--- config.mk ---
export PLATFORM = sky130hd
export DESIGN_NAME = message_stitcher_flat
export DESIGN_NICKNAME = d
export VERILOG_FILES = /design/src/rtl/message_stitcher_if.sv /design/src/rtl/message_stitcher.sv /design/src/flat_wrapper.sv
export SDC_FILE = /design/constraint.sdc
export NUM_CORES = 1
export LEC_CHECK = 0
export CORE_MARGIN = 8
export CORE_UTILIZATION = 25
export CTS_CLUSTER_DIAMETER = 40
export DETAILED_ROUTE_END_ITERATION = 6
export PLACE_DENSITY_LB_ADDON = 0.15
export SYNTH_ARGS = -nofsm -noshare
export SYNTH_HDL_FRONTEND = slang
export SYNTH_SLANG_ARGS = --single-unit
export TNS_END_PERCENT = 30
--- constraint.sdc ---
create_clock -name clk -period 7.35 [get_ports clk]
set_input_delay 1.47 -clock clk [delete_from_list [all_inputs] [get_ports clk]]
set_output_delay 1.47 -clock clk [all_outputs]
set_load 0.005 [all_outputs]
--- src/rtl/message_stitcher_if.sv ---
// Slice-in / word-out bundle for the message stitcher.
// The master drives slices and the slave (the stitcher) drives the paced wide words.
interface message_stitcher_if #(
   parameter int WIDTH    = 32,
   parameter int N_SLICES = 2
);
   logic [WIDTH-1:0]          in_data;
   logic                      in_nd;
   logic                      in_first;
   logic [WIDTH*N_SLICES-1:0] out_data;
   logic                      out_nd;
   logic                      error;

   modport master (
      output in_data, in_nd, in_first,
      input  out_data, out_nd, error
   );

   modport slave (
      input  in_data, in_nd, in_first,
      output out_data, out_nd, error
   );
endinterface

--- src/rtl/message_stitcher.sv ---
// Packs N_SLICES narrow slices into one wide word (first slice most significant),
// buffers words in a small FIFO and releases them as paced toggles on out_nd.
module message_stitcher #(
   parameter int N_SLICES          = 2,
   parameter int LOG_N_SLICES      = 1,
   parameter int WIDTH             = 32,
   parameter int BUFFER_LENGTH     = 8,
   parameter int LOG_BUFFER_LENGTH = 3,
   parameter int OUT_GAP           = 2
) (
   input logic               clk,
   input logic               rst_n,
   message_stitcher_if.slave bus
);

   localparam int WORD_W = WIDTH * N_SLICES;
   localparam int CNT_W  = (LOG_N_SLICES > 0) ? LOG_N_SLICES : 1;
   localparam int GAP_W  = (OUT_GAP > 1) ? $clog2(OUT_GAP) : 1;

   localparam logic [CNT_W-1:0]           LAST_SLOT  = CNT_W'(N_SLICES - 1);
   localparam logic [LOG_BUFFER_LENGTH:0] FULL       = (LOG_BUFFER_LENGTH + 1)'(BUFFER_LENGTH);
   localparam logic [GAP_W-1:0]           GAP_RELOAD = GAP_W'(OUT_GAP - 1);

   logic [CNT_W-1:0]             cnt;
   logic [CNT_W-1:0]             slot;
   logic [WORD_W-1:0]            asm_word;
   logic [WORD_W-1:0]            word_next;
   logic [WORD_W-1:0]            mem [BUFFER_LENGTH];
   logic [LOG_BUFFER_LENGTH-1:0] wr_ptr;
   logic [LOG_BUFFER_LENGTH-1:0] rd_ptr;
   logic [LOG_BUFFER_LENGTH:0]   occ;
   logic [GAP_W-1:0]             gap_cnt;
   logic                         push_req;
   logic                         push_ok;
   logic                         pop;
   logic                         misalign;

   // A flagged first slice always lands in slot 0, abandoning whatever partial word was in progress.
   always_comb begin
      slot      = bus.in_first ? '0 : cnt;
      word_next = asm_word;
      for (int i = 0; i < N_SLICES; i++) begin
         if (slot == CNT_W'(i)) begin
            word_next[(N_SLICES-1-i)*WIDTH +: WIDTH] = bus.in_data;
         end
      end
      push_req = bus.in_nd && (slot == LAST_SLOT);
      pop      = (occ != '0) && (gap_cnt == '0);
      push_ok  = push_req && ((occ != FULL) || pop);
      misalign = bus.in_nd && bus.in_first && (cnt != '0);
   end

   // Word storage carries no reset: its contents only matter once occupancy says so.
   always_ff @(posedge clk) begin
      if (bus.in_nd) begin
         asm_word <= word_next;
      end
      if (push_ok) begin
         mem[wr_ptr] <= word_next;
      end
   end

   always_ff @(posedge clk or negedge rst_n) begin
      if (!rst_n) begin
         cnt          <= '0;
         wr_ptr       <= '0;
         rd_ptr       <= '0;
         occ          <= '0;
         gap_cnt      <= '0;
         bus.out_data <= '0;
         bus.out_nd   <= 1'b0;
         bus.error    <= 1'b0;
      end else begin
         if (bus.in_nd) begin
            cnt <= push_req ? '0 : slot + 1'b1;
         end

         if (push_ok) begin
            wr_ptr <= wr_ptr + 1'b1;
         end

         case ({push_ok, pop})
            2'b10:   occ <= occ + 1'b1;
            2'b01:   occ <= occ - 1'b1;
            default: occ <= occ;
         endcase

         // The gap counter restarts on every release, so toggles are never closer than OUT_GAP cycles.
         if (pop) begin
            gap_cnt      <= GAP_RELOAD;
            bus.out_data <= mem[rd_ptr];
            bus.out_nd   <= ~bus.out_nd;
            rd_ptr       <= rd_ptr + 1'b1;
         end else if (gap_cnt != '0) begin
            gap_cnt <= gap_cnt - 1'b1;
         end

         if (misalign || (push_req && !push_ok)) begin
            bus.error <= 1'b1;
         end
      end
   end

endmodule

--- src/flat_wrapper.sv ---
// flat-port wrapper written by rule: the top's interface ports become plain ports
module message_stitcher_flat 
#(
   parameter int N_SLICES          = 2,
   parameter int LOG_N_SLICES      = 1,
   parameter int WIDTH             = 32,
   parameter int BUFFER_LENGTH     = 8,
   parameter int LOG_BUFFER_LENGTH = 3,
   parameter int OUT_GAP           = 2
)
  (clk, rst_n, bus_in_data, bus_in_nd, bus_in_first, bus_out_data, bus_out_nd, bus_error);
  message_stitcher_if #(.WIDTH(WIDTH), .N_SLICES(N_SLICES)) bus_i ();
  input logic clk;
  input logic rst_n;
  input wire logic [$bits(bus_i.in_data)-1:0] bus_in_data;
  input wire logic [$bits(bus_i.in_nd)-1:0] bus_in_nd;
  input wire logic [$bits(bus_i.in_first)-1:0] bus_in_first;
  output wire logic [$bits(bus_i.out_data)-1:0] bus_out_data;
  output wire logic [$bits(bus_i.out_nd)-1:0] bus_out_nd;
  output wire logic [$bits(bus_i.error)-1:0] bus_error;
  assign bus_i.in_data = bus_in_data;
  assign bus_i.in_nd = bus_in_nd;
  assign bus_i.in_first = bus_in_first;
  assign bus_out_data = bus_i.out_data;
  assign bus_out_nd = bus_i.out_nd;
  assign bus_error = bus_i.error;
  message_stitcher #(.N_SLICES(N_SLICES), .LOG_N_SLICES(LOG_N_SLICES), .WIDTH(WIDTH), .BUFFER_LENGTH(BUFFER_LENGTH), .LOG_BUFFER_LENGTH(LOG_BUFFER_LENGTH), .OUT_GAP(OUT_GAP)) u_core (.clk(clk), .rst_n(rst_n), .bus(bus_i));
endmodule
==> results.md <==
- Status: completed
- Share of cells above drive strength 1: between 20 and 30%
- Cts repair resizes: 0
- Vias in the first global route: 12650
- CP top delay family: buffers and inverters
- EDFF count, synth: 576
- CTS sink cnt: 654
- Total GRT Usage: 11.04%
- Clock root buffer: clkbuf_16
- Initial detailed-routing violation count: 705
- FF-to-FF path depth: 6
- Top_reg_cell synth: edfxtp_1
- Synth Register Bits: 654
- Leakage power: 10.27 nW
- Tcrit/Tclk final: about 55%
- Worst Max-Slew Pin Slew: 1.063 ns
- Worst hold endpoint: u_core.bus.out_nd
- Area added between synthesis and finish: 25.21%
- RR Startpoint: u_core.cnt
- Fin Hold WS: 0.4686 ns
- Maximum VDD drop: 0.1973 mV
- CP Max Fanout: 30
- Final net count: 1381
- Startpoint Class: input pin
- Worst skew pair latency: 0.66 ns
- Clk slew on worst S/H paths: 0.05 ns
- PD cells: 412.2 nW/µm²
- Crit-path cells: clkdlybuf4s50_1, nand3b_1, a31oi_2, nand2_1, nor3_2, buf_4, buf_4
- Worst R2R End: u_core.mem[1][8]
- Post-Layout Inst Area: 31120 µm²
- Asr flop ratio synth: 11.93%
- Endpoints failing hold: 0
- Hold path cells: 1
- Worst min path class: reg -> reg
- Worst-case clock buffer depth: 3
- DP Area: 27410 µm²
- Cts bufs inserted: 110
- Slowest cell delay on critical path: 0.60 ns
- Synth Area per Inst: 21.42 µm²
- DR DRC count: 0
- Sequential area share after synthesis: 77.45%
- I/O Pins: 102
- Post-synthesis net count: 1201
- Grt ovf: 0
- Setup crit end kind: flop
- Vias per inst: 4.292
- Largest net degree at the start of global routing: 71
- Min Tclk post-route: approximately 4.0 ns
- Drt wl/cell: 22.54 µm
- Count of cell types in the netlist: 35
- Port Buffer Count: 101
- Synthesis Warnings: 0
- DR vias: 11670
- Netlist Area Pre-Place: between 20000 and 25000 µm²
- Cell mode on critical path: buf_4
- Initial antenna violation count: 1
- Hold buffers post-CTS: 0
- WP buf/inv: 3
- Worst Skew: 0.02903 ns
- First-pass GRT wire length: 90110 µm
- Commonest non-fill, non-tap cells in the layout: 576 x edfxtp_1, 128 x mux4_2, 111 x clkbuf_16, 99 x clkdlybuf4s50_1, 75 x dfrtp_1
- Setup Fix Bufs, Post-CTS: 0
- CP Data Required Time: ~7.6 ns
- Synth Instances: 1160
- Final WL: between 60000 and 70000 µm
- Final HPWL DP: 34040 µm
- TNS Setup: 0 ns
- First-pass detailed-route iteration total: 7
- Starting density of the core: about a quarter
- Row count: approximately 120
- Max_slew headroom: about 29%
- WS Path Type: in -> reg
- Vert. Die Dim: 331.3 µm
- R2r setup slk: approximately 4.3 ns
- Die area: 109800 µm²
- Core area: about 98000 µm²
- CP arrival: 4.29 ns
- Slowest stage cell, crit path: buf_4
- RSZ-0062 raised after global routing: no
- Maxcap violations: 0
- GP Congestion: 0.6588
- Final antenna-violating net count: 0
- Die W: roughly 330 µm
- Worst Min Path Start: u_core.bus.out_nd
- Most common cell after layout, fill and taps aside: edfxtp_1
- CTS tree: built
- F_max: 249.5 MHz
- Final slew viol count: 0
- Setup violators final: 0
- H-tree depth: 3
## power by group
group | total [mW] | switching, mW | internal (mW)
Clock | 5.04 | 1.87 | 3.16
Combinational | 2.89 | 1.48 | 1.41
Sequential | 4.90 | 0.342 | 4.56
Total | 12.8 | 3.70 | 9.13
## worst register-to-register path, stage by stage, from the launching register on
cell	delay, ns
dfrtp_1	0.44
nand3b_1	0.26
a31oi_2	0.39
nand2_1	0.30
nor3_2	0.21
buf_4	0.46
buf_4	0.61
## worst max path at each step
stage	from	endpoint	slack (ns)	cells past startpoint
floorplan	bus_in_first	u_core.mem[0][0]	0.27	4
global placement	bus_in_first	u_core.mem[1][8]	2.59	7
detailed placement	bus_in_first	u_core.mem[1][6]	2.62	7
CTS	bus_in_first	u_core.mem[5][37]	3.30	6
global route	bus_in_first	u_core.mem[1][6]	3.11	7
finish	bus_in_first	u_core.mem[1][8]	3.34	7
## Yosys cell counts, types with 2 or more instances
cell | instances | share of area [%]
a211o_1 | 2 | 0.070
a21oi_1 | 65 | 1.3
buf_2 | 33 | 0.66
buf_6 | 14 | 0.63
clkbuf_1 | 10 | 0.15
dfrtp_1 | 78 | 7.9
edfxtp_1 | 576 | 70
ha_1 | 4 | 0.20
inv_1 | 4 | 0.060
mux2_2 | 64 | 2.9
mux2i_1 | 64 | 2.6
mux4_2 | 128 | 12
nand2_1 | 10 | 0.15
nand2b_1 | 4 | 0.10
nand3_1 | 2 | 0.040
nor2_1 | 74 | 1.1
nor3_1 | 3 | 0.060
o21ai_1 | 2 | 0.040
xnor2_1 | 4 | 0.14
xor2_1 | 4 | 0.14
## final cells by class
type	instances	area, µm²
Tap cell	1287	1610
Inverter	5	18.77
Timing Repair Buffer	125	1236
Antenna cell	1	2.502
Sequential cell	654	19260
Clock buffer	127	2878
Clock inverter	76	824.5
Fill cell	9473	67300
Multi-Input combinational cell	444	5288
## sequential cells by signal, summed over array words and instances (netlist names)
name,cells
u_core.cnt,1
u_core.bus.out_nd,1
u_core.occ,4
u_core.asm_word,64
u_core.mem,512
u_core.gap_cnt,1
u_core.bus.error,1
u_core.wr_ptr,3
u_core.bus.out_data,64
u_core.rd_ptr,3
## metal layers
layer | vias to the layer above | part of all wire (%) | global-route usage [%] | routed length, µm
met5 | - | 0 | 0 | 0
met4 | 0 | 2.6 | 3.445 | 1598
met3 | 111 | 3.9 | 2.280 | 2413
met2 | 253 | 47 | 17.76 | 28960
met1 | 6167 | 46 | 14.95 | 28310
li1 | 5140 | - | - | -
## cell families (layout without fill, tap and decap cells)
kind of cell	count (synthesis)	after routing	synth area share [%]
flops	654	654	77.45
mux	258	258	17.18
simple gates	98	98	1.651
compound gates	75	75	1.626
buf+inv	62	333	1.525
xor+xnor	8	8	0.2819
fa+ha+maj	5	5	0.2819
other cells	0	1	0
## per-stage QoR
step / total power [mW] / utilization [%] / instances / worst slack, ns
after global placement: 8.026 / 27.85 / 2515 / 2.589
final: 12.83 / 31.62 / 2719 / 3.342
after global routing: 13.51 / 31.61 / 2718 / 3.113
after floorplan: 6.826 / - / 1160 / 0.2666
after CTS: 13.16 / 31.61 / 2718 / 3.300
after detailed placement: 8.036 / 27.85 / 2515 / 2.619
No activity file was read; power rests on OpenSTA's default activity.
